<file path="src/rtl/activation.sv">
// Two-stage streaming activation (ReLU or hard sigmoid) with stb/rdy handshakes.
// Define ACTIVATION_DERIVATIVE_EN to also emit the registered derivative on m_d_dat.
module activation #(
  parameter int W = 16,
  parameter int Q = 8,
  parameter int F = 0
) (
  input  logic         clk,
  input  logic         rst,
  input  logic         s_x_stb,
  input  logic [W-1:0] s_x_dat,
  output logic         s_x_rdy,
  output logic         m_y_stb,
  output logic [W-1:0] m_y_dat,
  input  logic         m_y_rdy
`ifdef ACTIVATION_DERIVATIVE_EN
  ,
  output logic [W-1:0] m_d_dat
`endif
);

  // Constants carried in W+2 bits so the shifted sum and the +/-2*ONE bounds never wrap
  localparam logic signed [W+1:0] ONE_X  = (W+2)'(1 << Q);
  localparam logic signed [W+1:0] HALF_X = ONE_X >>> 1;
  localparam logic signed [W+1:0] QTR_X  = ONE_X >>> 2;
  localparam logic signed [W+1:0] TWO_X  = ONE_X <<< 1;

  logic                en;
  logic                vld_p1;
  logic signed [W-1:0] x_p1;
  logic                vld_p2;
  logic signed [W-1:0] y_p2;

  function automatic logic signed [W-1:0] sat_fn(input logic signed [W+1:0] s);
    if (s < 0) return '0;
    if (s > ONE_X) return ONE_X[W-1:0];
    return s[W-1:0];
  endfunction

  function automatic logic signed [W-1:0] act_fn(input logic signed [W-1:0] x);
    logic signed [W+1:0] xe;
    xe = {{2{x[W-1]}}, x};
    if (F == 1) return sat_fn((xe >>> 2) + HALF_X);
    return (x > 0) ? x : '0;
  endfunction

  assign en      = !vld_p2 || m_y_rdy;
  assign s_x_rdy = en;
  assign m_y_stb = vld_p2;
  assign m_y_dat = y_p2;

  // Stage p1: capture x
  always_ff @(posedge clk) begin
    if (rst) vld_p1 <= 1'b0;
    else if (en) vld_p1 <= s_x_stb;
  end

  always_ff @(posedge clk) begin
    if (en && s_x_stb) x_p1 <= s_x_dat;
  end

  // Stage p2: registered result; data only loads on a real token so it stays 0 after reset
  always_ff @(posedge clk) begin
    if (rst) begin
      vld_p2 <= 1'b0;
      y_p2   <= '0;
    end else if (en) begin
      vld_p2 <= vld_p1;
      if (vld_p1) y_p2 <= act_fn(x_p1);
    end
  end

`ifdef ACTIVATION_DERIVATIVE_EN
  logic signed [W-1:0] d_p2;

  function automatic logic signed [W-1:0] deriv_fn(input logic signed [W-1:0] x);
    logic signed [W+1:0] xe;
    xe = {{2{x[W-1]}}, x};
    if (F == 1) return (xe > -TWO_X && xe < TWO_X) ? QTR_X[W-1:0] : '0;
    return (x > 0) ? ONE_X[W-1:0] : '0;
  endfunction

  always_ff @(posedge clk) begin
    if (rst) d_p2 <= '0;
    else if (en && vld_p1) d_p2 <= deriv_fn(x_p1);
  end

  assign m_d_dat = d_p2;
`endif

endmodule
</file>
<file path="config.mk">
export PLATFORM = sky130hd
export DESIGN_NAME = activation
export DESIGN_NICKNAME = d
export VERILOG_FILES = /design/src/rtl/activation.sv
export SDC_FILE = /design/constraint.sdc
export NUM_CORES = 1
export LEC_CHECK = 0
export BUFFER_PORTS_ARGS = -buffer_cell sky130_fd_sc_hd__buf_2
export CORE_ASPECT_RATIO = 0.5
export CORE_MARGIN = 2
export CORE_UTILIZATION = 40
export CTS_CLUSTER_SIZE = 28
export DETAILED_ROUTE_END_ITERATION = 6
export PLACE_DENSITY = 0.71
export SETUP_SLACK_MARGIN = 0.1
export SLEW_MARGIN = 30
export SYNTH_ARGS = -nofsm -noshare
export SYNTH_HDL_FRONTEND = slang
export SYNTH_SLANG_ARGS = --single-unit
</file>
<file path="constraint.sdc">
create_clock -name clk -period 2.5 [get_ports clk]
set_clock_uncertainty 0.1 [all_clocks]
set_input_delay 0.125 -clock clk [delete_from_list [all_inputs] [get_ports clk]]
set_output_delay 0.125 -clock clk [all_outputs]
set_load 0.01 [all_outputs]
</file>
==> impl_metrics.sql, run 1 <==
INSERT INTO impl_metrics (metric_group, metric, value, unit) VALUES
('outcome', 'status', 'complete, no violations', ''),
('layout', 'share_of_layout_cells_above_drive_strength_1', '32.00', '%'),
('power_and_ir_drop', 'power.share.sequential', '57.3', '%'),
('power_and_ir_drop', 'total_switching_power', '0.0002397', 'W'),
('global_route', 'grt_pass1_wl', '3891', 'um'),
('routing', 'final_antenna_net_count', '0', ''),
('timing', 'max-slew-margin-rel', '60.29', '%'),
('routing', 'post_drt_wl_per_cell', '13.29', 'um'),
('flow_run', 'timing.max_cap.violations', '0', ''),
('routing', 'top_layer', 'met3', ''),
('timing', 'setup_violations', '0', ''),
('timing', 'unrepaired_setup_endpoints_after_global_routing', 'no', ''),
('power_and_ir_drop', 'power.ir.vdd_worst', '0.3260', 'mV'),
('synthesis', 'cell_area_after_technology_mapping', '1259', 'um2'),
('timing', 'hold_viol', '0', ''),
('global_route', 'antenna_found_initial', '0', ''),
('worst_setup_path', 'worst-endpoint-required', '2.34', 'ns'),
('clock_tree', 'cts.reportedPaths.clkPinSlew', '0.07', 'ns'),
('power_and_ir_drop', 'clock_power_share', '34.6', '%'),
('routing', 'number_of_vias_in_the_routed_layout', '919', ''),
('routing', 'firstDrtPassIters', '4', ''),
('synthesis', 'post-synth-top-count-cell', 'sky130_fd_sc_hd__dfxtp_1', ''),
('power_and_ir_drop', 'switching_share', '21.89', '%'),
('clock_tree', 'clk-insertion-delay-late', '0.28', 'ns'),
('synthesis', 'synth.net_count', '117', ''),
('placed_design', 'finalWeightedCongestion', '0.7957', ''),
('clock_tree', 'ctsHtreeMaxLevel', '2', ''),
('clock_tree', 'root_buffer', 'sky130_fd_sc_hd__clkbuf_8', ''),
('synthesis', 'avgSynthCellArea', '12.98', 'um2'),
('routing', 'met3_length', '157', 'um'),
('synthesis', 'number_of_synthesized_flops_with_an_enable_pin', '16', ''),
('clock_tree', 'cts_tree', 'built', ''),
('worst_setup_path', 'critPathArrivalTime', '1.56', 'ns'),
('global_route', 'number_of_global_route_vias_before_repair', '801', ''),
('layout', 'insertedDiodeCount', '0', ''),
('synthesis', 'synthFlopType', 'sky130_fd_sc_hd__dfxtp_1', ''),
('layout', 'area_delta_synth_final', '32.51', '%'),
('global_route', 'grt_max_degree', '20', ''),
('routing', 'viasPerCell', '4.837', ''),
('timing', 'layout_min_cycle_time', '1.721', 'ns'),
('synthesis', 'synth-seq-area-share', '66.80', '%'),
('synthesis', 'synth_async_sr_flop_share', '0', '%'),
('timing', 'final_cycle_utilization_of_the_critical_path', '68.83', '%'),
('timing', 'worstMarginPinSlew', '0.5950', 'ns'),
('timing', 'drv_slew', '0', ''),
('power_and_ir_drop', 'pwr_density_cell', '656.4', 'nW/um2'),
('floorplanning', 'die_height', '43.67', 'um'),
('routing', 'wirelength', '2525', 'um'),
('routing', 'remaining_drc_errors', '0', ''),
('synthesis', 'synth.largest_area_cell', 'sky130_fd_sc_hd__edfxtp_1', ''),
('worst_setup_path', 'critPathLaunchType', 'register', ''),
('floorplanning', 'die_boundary_width', '83.33', 'um'),
('placed_design', 'buffer_ports.inserted', '37', ''),
('clock_tree', 'cts-resized-gates', '0', ''),
('synthesis', 'synthesis.instances', '97', ''),
('floorplanning', 'design.die.area', '3639', 'um2'),
('floorplanning', 'core', '2995', 'um2'),
('power_and_ir_drop', 'p_int', '0.0008552', 'W'),
('floorplanning', 'floorplan_row_count', '14', ''),
('routing', 'met2RoutedLength', '1028', 'um'),
('synthesis', 'netlist_top_cells_count', '18 x sky130_fd_sc_hd__dfxtp_1, 17 x sky130_fd_sc_hd__a21oi_1, 16 x sky130_fd_sc_hd__edfxtp_1', ''),
('synthesis', 'post_synthesis_sequential_element_count', '34', ''),
('worst_setup_path', 'crit_buf_inv', '2', ''),
('clock_tree', 'cts_inserted_buffers', '5', ''),
('worst_setup_path', 'critical_path.max_stage_delay', '0.42', 'ns'),
('power_and_ir_drop', 'p_leak', '0.6474', 'nW'),
('worst_setup_path', 'critical_path.max_fanout', '19', ''),
('clock_tree', 'cts.path.max_buffers', '2', ''),
('layout', 'fin_cells', '190', ''),
('worst_setup_path', 'timing.critical_path.max_delay_family', 'simple AND/OR/NAND/NOR gates', ''),
('routing', 'met1Wirelength', '1338', 'um');
worst paths after layout:
kind | slack, ns | from | endpoint | cells past startpoint
min reg2reg | 0.35 | m_y_dat[15] | m_y_dat[15] | 2
max | 0.78 | m_y_stb | x_p1[2] | 4
max reg2reg | 0.78 | m_y_stb | x_p1[2] | 4
min | 0.01 | s_x_stb | vld_p1 | 3
placed cells by master, fill, tap and decap left out, drive strengths merged:
cell type    synthesis  final
nand2                2      2
dlygate4sd3          0     16
edfxtp              16     16
nand2b               1      1
nor2b                1      1
nand4b              15     15
dfxtp               18     18
clkbuf               2      8
inv                  3      3
buf                  6     37
o21ai               15     15
a21oi               18     18
metrics by stage:
stage | total power, W | cell area (um2) | util, % | hold WS (ns) | setup slack (ns)
floorplan | 0.0006825 | 1259 | - | 0.1239 | 0.9391
global placement | 0.0007066 | 1428 | 47.66 | 0.2027 | 0.8469
detailed placement | 0.0007102 | 1428 | 47.66 | 0.2031 | 0.7855
CTS | 0.001102 | 1668 | 55.68 | 0.01302 | 0.7717
global route | 0.001146 | 1668 | 55.68 | 0.009858 | 0.6764
finish | 0.001095 | 1668 | 55.68 | 0.01495 | 0.7793
power groups by stage:
stage	Sequential [W]	Clock, W	Combinational (W)
after floorplan	0.000635	0	0.0000477
after global placement	0.000638	0	0.0000688
after detailed placement	0.000640	0	0.0000704
after CTS	0.000628	0.000385	0.0000894
after global routing	0.000630	0.000418	0.0000975
final	0.000628	0.000378	0.0000888
kinds of logic (layout without fill, tap and decap cells):
group	count (synthesis)	count (layout)	synth area share (%)
buf+inv	11	64	6.559
simple gates	19	19	12.62
compound gates	33	33	14.02
flops	34	34	66.80
timing repair:
action	4_1_cts	5_1_grt
hold buffers	16	0
hold endpoints to repair	16	0
buffers inserted	0	0
cell type report:
class | instances | area (um2) | area share (%)
flip-flops and latches | 34 | 840.8 | 50.41
repair buffers | 53 | 345.3 | 20.71
multi-input cells | 52 | 335.3 | 20.11
clock buffers | 8 | 80.08 | 4.801
well taps | 40 | 50.05 | 3.001
inverters | 3 | 16.27 | 0.9752
per-layer routing:
metal,up-vias,track usage (%)
li1,466,-
met1,425,22.10
met2,28,18.55
met3,0,5.905
met4,0,5.902
met5,-,0
flip-flops by register name, summed over array words and instances (netlist names):
register  count
m_y_stb       1
x_p1         16
vld_p1        1
m_y_dat      16
worst register-to-register path: cells and delay by family, from the launching register on:
family,cells,cell delay (ns)
buffers and inverters,2,0.41
DFF,1,0.32
and+or+nand+nor,2,0.55
No activity file was read; power rests on OpenSTA's default activity.
==> run 2, diff against run 1 <==
--- a/config.mk
+++ b/config.mk
@@ -5,13 +5,14 @@
 export SDC_FILE = /design/constraint.sdc
 export NUM_CORES = 1
 export LEC_CHECK = 0
+export ABC_AREA = 1
 export BUFFER_PORTS_ARGS = -buffer_cell sky130_fd_sc_hd__buf_2
 export CORE_ASPECT_RATIO = 0.5
 export CORE_MARGIN = 2
 export CORE_UTILIZATION = 40
 export CTS_CLUSTER_SIZE = 28
 export DETAILED_ROUTE_END_ITERATION = 6
-export PLACE_DENSITY = 0.71
+export PLACE_DENSITY = 0.73
 export SETUP_SLACK_MARGIN = 0.1
 export SLEW_MARGIN = 30
 export SYNTH_ARGS = -nofsm -noshare
==> constraint.sdc (replaced) <==
create_clock -name clk -period 1.5 [get_ports clk]
set_clock_uncertainty 0.1 [all_clocks]
set_input_delay 0.075 -clock clk [delete_from_list [all_inputs] [get_ports clk]]
set_output_delay 0.075 -clock clk [all_outputs]
set_load 0.01 [all_outputs]
==> impl_metrics.sql, run 2 <==
INSERT INTO impl_metrics (metric_group, metric, value, unit) VALUES
('worst_setup_path', 'rrSetupSlack', '0.22', 'ns'),
('layout', 'stdcell_area', '1770', 'um2'),
('clock_tree', 'clock_sink_count', '34', ''),
('global_route', 'antenna_found_initial', '0', ''),
('worst_setup_path', 'worst-endpoint-required', '1.44', 'ns'),
('floorplanning', 'number_of_i_o_pins', '38', ''),
('routing', 'number_of_vias_in_the_routed_layout', '990', ''),
('floorplanning', 'die_height', '43.47', 'um'),
('worst_setup_path', 'critical_path.max_fanout', '16', ''),
('worst_setup_path', 'timing.critical_path.max_delay_family', 'buffers and inverters', ''),
('worst_setup_path', 'cp_num_cells', '7', ''),
('layout', 'nFillCells', '260', ''),
('clock_tree', 'ctsHtreeMaxLevel', '2', ''),
('placed_design', 'buffer_ports.inserted', '37', ''),
('synthesis', 'synth.net_count', '134', ''),
('layout', 'nets', '194', ''),
('timing', 'max-slew-margin-rel', '73.20', '%'),
('synthesis', 'number_of_synthesized_flops_with_an_enable_pin', '16', ''),
('timing', 'worstMarginPinSlew', '0.4015', 'ns'),
('synthesis', 'synth_top_area_share', '38.55', '%'),
('timing', 'final_cycle_utilization_of_the_critical_path', '90.04', '%'),
('routing', 'viasPerCell', '4.605', ''),
('synthesis', 'yosysWarningCount', '0', ''),
('timing', 'fmaxAchievable', '0.7404', 'GHz'),
('global_route', 'number_of_global_route_vias_before_repair', '854', ''),
('global_route', 'grt_pass1_wl', '3877', 'um'),
('synthesis', 'synthFlopType', 'sky130_fd_sc_hd__dfxtp_1', ''),
('floorplanning', 'floorplan.initialDensity', '41.85', '%'),
('min_path', 'min_path_type', 'register to register', ''),
('synthesis', 'post_synthesis_sequential_element_count', '34', ''),
('synthesis', 'synthTopCellsByArea', 'sky130_fd_sc_hd__edfxtp_1 39%, sky130_fd_sc_hd__dfxtp_1 29%, sky130_fd_sc_hd__a21oi_1 6.8%', ''),
('worst_setup_path', 'critPathLaunchType', 'input pin', ''),
('placed_design', 'finalWeightedCongestion', '0.7755', ''),
('worst_setup_path', 'critical_path.cell_chain', 'dlygate4sd3_1 -> buf_2 -> nor2_4 -> inv_2 -> nand2_4 -> clkinvlp_4 -> buf_12', ''),
('global_route', 'global_route.overflow_total', '0', ''),
('placed_design', 'pre_cts_ws', '0.1027', 'ns'),
('clock_tree', 'cts_inserted_buffers', '5', ''),
('layout', 'share_of_layout_cells_above_drive_strength_1', '31.43', '%'),
('layout', 'mostFrequentLayoutCells', '37 x sky130_fd_sc_hd__buf_2, 19 x sky130_fd_sc_hd__dlygate4sd3_1, 18 x sky130_fd_sc_hd__dfxtp_1', ''),
('layout', 'insertedDiodeCount', '0', ''),
('routing', 'wirelength', '2531', 'um'),
('synthesis', 'post-synth-top-count-cell', 'sky130_fd_sc_hd__dfxtp_1', ''),
('synthesis', 'synthesis.instances', '114', ''),
('timing', 'unrepaired_setup_endpoints_after_global_routing', 'no', ''),
('power_and_ir_drop', 'power.ir.vdd_worst', '0.3842', 'mV'),
('synthesis', 'synth.distinct_cells', '16', ''),
('timing', 'setup_violations', '0', ''),
('synthesis', 'synth_async_sr_flop_share', '0', '%'),
('synthesis', 'netlist_top_cells_count', '18 x sky130_fd_sc_hd__dfxtp_1, 17 x sky130_fd_sc_hd__a21oi_1, 16 x sky130_fd_sc_hd__edfxtp_1', ''),
('floorplanning', 'core', '2978', 'um2'),
('clock_tree', 'cts.reportedPaths.clkPinSlew', '0.06', 'ns'),
('placed_design', 'dpl.hpwl', '1599', 'um'),
('synthesis', 'synth-seq-area-share', '67.47', '%'),
('worst_setup_path', 'criticalPathCategory', 'input pin to register', ''),
('global_route', 'grt_max_degree', '32', ''),
('layout', 'layout.cells.most_common', 'sky130_fd_sc_hd__buf_2', ''),
('power_and_ir_drop', 'p_leak', '0.7351', 'nW'),
('floorplanning', 'design.die.area', '3605', 'um2'),
('timing', 'timing.setup.tns', '0', 'ns'),
('clock_tree', 'cts_tree', 'built', ''),
('min_path', 'min_path_cells', '2', ''),
('worst_setup_path', 'cp_slowest_cell', 'sky130_fd_sc_hd__dlygate4sd3_1', ''),
('floorplanning', 'floorplan_row_count', '14', ''),
('flow_run', 'timing.max_cap.violations', '0', ''),
('synthesis', 'cell_area_after_technology_mapping', '1246', 'um2'),
('clock_tree', 'cts.path.max_buffers', '2', ''),
('worst_setup_path', 'critPathCaptureType', 'register', ''),
('clock_tree', 'clk-insertion-delay-late', '0.28', 'ns'),
('worst_setup_path', 'critPathArrivalTime', '1.29', 'ns'),
('clock_tree', 'root_buffer', 'sky130_fd_sc_hd__clkbuf_8', ''),
('worst_setup_path', 'worst_r2r_path_depth', '6', ''),
('routing', 'post_drt_wl_per_cell', '11.77', 'um'),
('synthesis', 'avgSynthCellArea', '10.93', 'um2'),
('synthesis', 'synth.largest_area_cell', 'sky130_fd_sc_hd__edfxtp_1', ''),
('worst_setup_path', 'critical_path.max_stage_delay', '0.53', 'ns'),
('routing', 'drtIter0Drc', '58', ''),
('floorplanning', 'die_boundary_width', '82.94', 'um'),
('timing', 'layout_min_cycle_time', '1.351', 'ns'),
('timing', 'hold_viol', '0', ''),
('routing', 'firstDrtPassIters', '4', ''),
('outcome', 'status', 'complete, no violations', ''),
('routing', 'remaining_drc_errors', '0', ''),
('power_and_ir_drop', 'pwr_density_cell', '1066', 'nW/um2'),
('routing', 'final_antenna_net_count', '0', ''),
('layout', 'area_delta_synth_final', '42.07', '%'),
('global_route', 'gr-usage-all-layers', '14.72', '%'),
('timing', 'drv_slew', '0', ''),
('timing', 'timing.final.ws_setup', '0.1494', 'ns'),
('worst_setup_path', 'crit_buf_inv', '5', ''),
('placed_design', 'placement.cell_area', '1461', 'um2');
[run 2: cell count changes in the layout (fill, tap and decap cells not counted), sizes merged, moves of 3 or more]
| cell | change |
|---|---|
| dlygate4sd3 | +3 |
| nand3 | +13 |
| nand2 | +9 |
| nand4b | -15 |
| nor2 | +13 |
| clkbuf | -3 |
| clkinv | +3 |
[run 2: repair_timing]
action	CTS	global route
buffers inserted	1	0
hold buffers	18	1
pin swaps	0	1
endpoints found under the hold margin	18	1
endpoints found under the setup margin	16	23
gates cloned	0	1
resized for setup	0	4
[run 2: final cells by class]
class,count,area (um2),area share (%)
tap,40,50.05,2.827
inverter,6,26.28,1.484
timing repair buffer,58,415.4,23.46
sequential,34,840.8,47.49
multi-input combinational,69,357.8,20.21
clock inverter,3,11.26,0.6360
clock buffer,5,68.82,3.887
[run 2: report_power, final]
group | leakage, nW | total [W] | internal [W] | switching [W]
Clock | 0.0407 | 0.000600 | 0.000309 | 0.000291
Combinational | 0.391 | 0.000223 | 0.000113 | 0.000110
Sequential | 0.304 | 0.00106 | 0.00104 | 0.0000294
Total | 0.735 | 0.00189 | 0.00146 | 0.000430
[run 2: path summary, 6_finish.rpt]
path / from / end
worst max-delay path: m_y_rdy / x_p1[8]
worst min-delay path: m_y_dat[15] / m_y_dat[15]
worst max register to register: x_p1[13] / m_y_dat[8]
worst min register to register: m_y_dat[15] / m_y_dat[15]
[run 2: kinds of logic after synthesis]
logic type / share of synthesized area [%]
and+or+nand+nor: 13.76
AOI/OAI and AO/OA: 12.85
buffers and inverters: 5.924
DFF: 67.47
[run 2: routing by layer]
layer	vias up	wire (um)	track usage, %
met5	-	0	0
met1	444	1149	18.12
li1	512	-	-
met2	29	1179	21.61
met3	5	159	8.571
met4	0	43	5.902
[run 2: metrics by stage]
| step | std cells | power (W) | hold WS (ns) | utilization, % |
|---|---|---|---|---|
| 4_1_cts | 213 | 0.001898 | 0.002895 | 58.49 |
| 2_1_floorplan | 114 | 0.001183 | 0.04407 | - |
| 3_5_place_dp | 186 | 0.001257 | 0.1533 | 49.08 |
| 5_1_grt | 215 | 0.001979 | 0.3642 | 59.45 |
| 6_report | 215 | 0.001887 | 0.3378 | 59.45 |
| 3_3_place_gp | 186 | 0.001251 | 0.1534 | 49.08 |
[run 2: worst reg2reg max path: stages, from the launching register on]
cell and delay, ns:
sky130_fd_sc_hd__edfxtp_1 0.42, sky130_fd_sc_hd__nor2_1 0.11, sky130_fd_sc_hd__nand2_1 0.10, sky130_fd_sc_hd__nor2_4 0.15, sky130_fd_sc_hd__nand2_2 0.11, sky130_fd_sc_hd__nand3_1 0.10
sky130_fd_sc_hd__a21oi_1 0.08
==> run 3, diff against run 2 <==
--- a/config.mk
+++ b/config.mk
@@ -10,6 +10,7 @@
 export CORE_ASPECT_RATIO = 0.5
 export CORE_MARGIN = 2
 export CORE_UTILIZATION = 40
+export CTS_BUF_LIST = sky130_fd_sc_hd__clkbuf_2
 export CTS_CLUSTER_SIZE = 28
 export DETAILED_ROUTE_END_ITERATION = 6
 export PLACE_DENSITY = 0.73
==> impl_metrics.sql, run 3 (synthesis gave the netlist of run 2 again) <==
INSERT INTO impl_metrics (metric_group, metric, value, unit) VALUES
('layout', 'nFillCells', '265', ''),
('layout', 'nets', '194', ''),
('worst_setup_path', 'critPathCaptureType', 'register', ''),
('timing', 'timing.setup.tns', '0', 'ns'),
('layout', 'multi_input_comb_area', '355.3', 'um2'),
('layout', 'regArea', '840.8', 'um2'),
('routing', 'drtIter0Drc', '71', ''),
('layout', 'insertedDiodeCount', '0', ''),
('timing', 'max-slew-margin-rel', '73.23', '%'),
('power_and_ir_drop', 'p_leak', '0.7185', 'nW'),
('floorplanning', 'core', '2978', 'um2'),
('routing', 'viasPerCell', '4.586', ''),
('floorplanning', 'die_boundary_width', '82.94', 'um'),
('power_and_ir_drop', 'p_int', '0.001246', 'W'),
('layout', 'layout.cells.most_common', 'sky130_fd_sc_hd__buf_2', ''),
('worst_setup_path', 'critPathLaunchType', 'register', ''),
('layout', 'mostFrequentLayoutCells', '37 x sky130_fd_sc_hd__buf_2, 19 x sky130_fd_sc_hd__dlygate4sd3_1, 18 x sky130_fd_sc_hd__dfxtp_1', ''),
('clock_tree', 'cts.reportedPaths.clkPinSlew', '0.15', 'ns'),
('clock_tree', 'cts.path.max_buffers', '2', ''),
('placed_design', 'buffer_ports.inserted', '37', ''),
('routing', 'post_drt_wl_per_cell', '11.75', 'um'),
('timing', 'hold_viol', '0', ''),
('power_and_ir_drop', 'power.share.sequential', '64.0', '%'),
('power_and_ir_drop', 'power.ir.vdd_worst', '0.3108', 'mV'),
('global_route', 'number_of_global_route_vias_before_repair', '867', ''),
('timing', 'worst_hold_slack', '0.3108', 'ns'),
('clock_tree', 'clk-insertion-delay-late', '0.36', 'ns'),
('clock_tree', 'cts_inserted_buffers', '5', ''),
('floorplanning', 'number_of_i_o_pins', '38', ''),
('timing', 'final_cycle_utilization_of_the_critical_path', '86.39', '%'),
('power_and_ir_drop', 'total_switching_power', '0.0004152', 'W'),
('timing', 'drv_slew', '0', ''),
('worst_setup_path', 'critical_path.max_fanout', '7', ''),
('power_and_ir_drop', 'power', '0.001661', 'W'),
('placed_design', 'finalWeightedCongestion', '0.7755', ''),
('outcome', 'status', 'complete, no violations', ''),
('timing', 'fmaxAchievable', '0.7717', 'GHz'),
('global_route', 'grt_pass1_wl', '3939', 'um'),
('clock_tree', 'clock_sink_count', '34', ''),
('routing', 'wirelength', '2527', 'um'),
('worst_setup_path', 'criticalPathCategory', 'register to register', ''),
('floorplanning', 'die_height', '43.47', 'um'),
('power_and_ir_drop', 'clock_power_share', '22.6', '%'),
('clock_tree', 'cts_tree', 'built', ''),
('layout', 'area_delta_synth_final', '38.35', '%'),
('layout', 'share_of_layout_cells_above_drive_strength_1', '32.00', '%'),
('clock_tree', 'root_buffer', 'sky130_fd_sc_hd__clkbuf_2', ''),
('power_and_ir_drop', 'share_comb_of_total_power', '13.3', '%'),
('timing', 'unrepaired_setup_endpoints_after_global_routing', 'no', ''),
('routing', 'remaining_drc_errors', '0', ''),
('min_path', 'min_path_type', 'input pin to register', ''),
('routing', 'firstDrtPassIters', '4', ''),
('floorplanning', 'floorplan_row_count', '14', ''),
('global_route', 'gr-usage-all-layers', '14.85', '%'),
('routing', 'final_antenna_net_count', '0', ''),
('power_and_ir_drop', 'switching_share', '24.99', '%'),
('global_route', 'grt_max_degree', '32', ''),
('routing', 'number_of_vias_in_the_routed_layout', '986', ''),
('floorplanning', 'floorplan.initialDensity', '41.85', '%'),
('timing', 'setup_violations', '0', ''),
('flow_run', 'timing.max_cap.violations', '0', ''),
('timing', 'worstMarginPinSlew', '0.4011', 'ns'),
('power_and_ir_drop', 'pwr_density_cell', '963.6', 'nW/um2'),
('clock_tree', 'ctsHtreeMaxLevel', '2', ''),
('floorplanning', 'design.die.area', '3605', 'um2'),
('global_route', 'global_route.overflow_total', '0', ''),
('worst_setup_path', 'critPathArrivalTime', '1.46', 'ns'),
('timing', 'layout_min_cycle_time', '1.296', 'ns'),
('global_route', 'antenna_found_initial', '0', ''),
('worst_setup_path', 'worst-endpoint-required', '1.66', 'ns'),
('placed_design', 'dpl.hpwl', '1599', 'um');
-- run 3: cell types whose count changed in the layout (fill, tap and decap cells not counted) --
cell,delta
sky130_fd_sc_hd__clkbuf_2,+5
sky130_fd_sc_hd__clkbuf_8,-5
sky130_fd_sc_hd__nand2_2,+1
sky130_fd_sc_hd__nand2_4,-1
sky130_fd_sc_hd__nor2_1,-1
sky130_fd_sc_hd__nor2_2,+1
-- run 3: worst paths after layout --
kind | cells past startpoint | slack (ns) | startpoint | to
setup / recovery | 6 | 0.20 | x_p1[13] | m_y_dat[8]
hold / removal | 2 | 0.31 | s_x_dat[11] | x_p1[11]
setup reg to reg | 6 | 0.20 | x_p1[13] | m_y_dat[8]
hold reg to reg | 2 | 0.35 | m_y_dat[15] | m_y_dat[15]
-- run 3: power groups by stage --
| stage | clock network, W | logic, W | registers, W |
|---|---|---|---|
| global route | 0.000429 | 0.000246 | 0.00107 |
| floorplan | 0 | 0.0000898 | 0.00109 |
| global placement | 0 | 0.000170 | 0.00108 |
| CTS | 0.000392 | 0.000220 | 0.00106 |
| detailed placement | 0 | 0.000174 | 0.00108 |
| finish | 0.000376 | 0.000222 | 0.00106 |
-- run 3: worst max-delay path, stage by stage, from the launching register on --
cell and delay (ns):
sky130_fd_sc_hd__edfxtp_1 0.44, sky130_fd_sc_hd__nor2_2 0.12, sky130_fd_sc_hd__nand2_1 0.09, sky130_fd_sc_hd__nor2_4 0.15, sky130_fd_sc_hd__nand2_2 0.12, sky130_fd_sc_hd__nand3_1 0.10
sky130_fd_sc_hd__a21oi_1 0.08
-- run 3: timing repair --
item	in CTS	in global routing
hold buffers	19	0
buffers inserted	1	0
gates cloned	0	1
setup endpoints to repair	16	11
gates resized for setup	0	4
endpoints found under the hold margin	18	0
pin swaps	0	2
-- run 3: area by class of cell --
class | instances | area share [%]
Sequential cell | 34 | 48.77
Timing Repair Buffer | 58 | 24.09
Multi-Input combinational cell | 69 | 20.61
Clock buffer | 5 | 1.451
Tap cell | 40 | 2.903
Clock inverter | 3 | 0.6531
Inverter | 6 | 1.524
-- run 3: routing by layer --
metal | track usage, % | vias up | share of wire (%)
li1 | - | 511 | -
met1 | 18.36 | 441 | 45
met2 | 22.26 | 28 | 46
met3 | 8.000 | 6 | 7.4
met4 | 5.902 | 0 | 1.4
met5 | 0 | - | 0
-- run 3: through the flow --
step                utilization, %  instance area, um2  setup WS (ns)  instances
floorplan                        -                1257         0.1236        114
global placement             49.08                1461         0.1329        186
detailed placement           49.08                1461         0.1027        186
CTS                          57.35                1708         0.1792        214
global route                 57.90                1724        0.09293        215
finish                       57.90                1724         0.2042        215
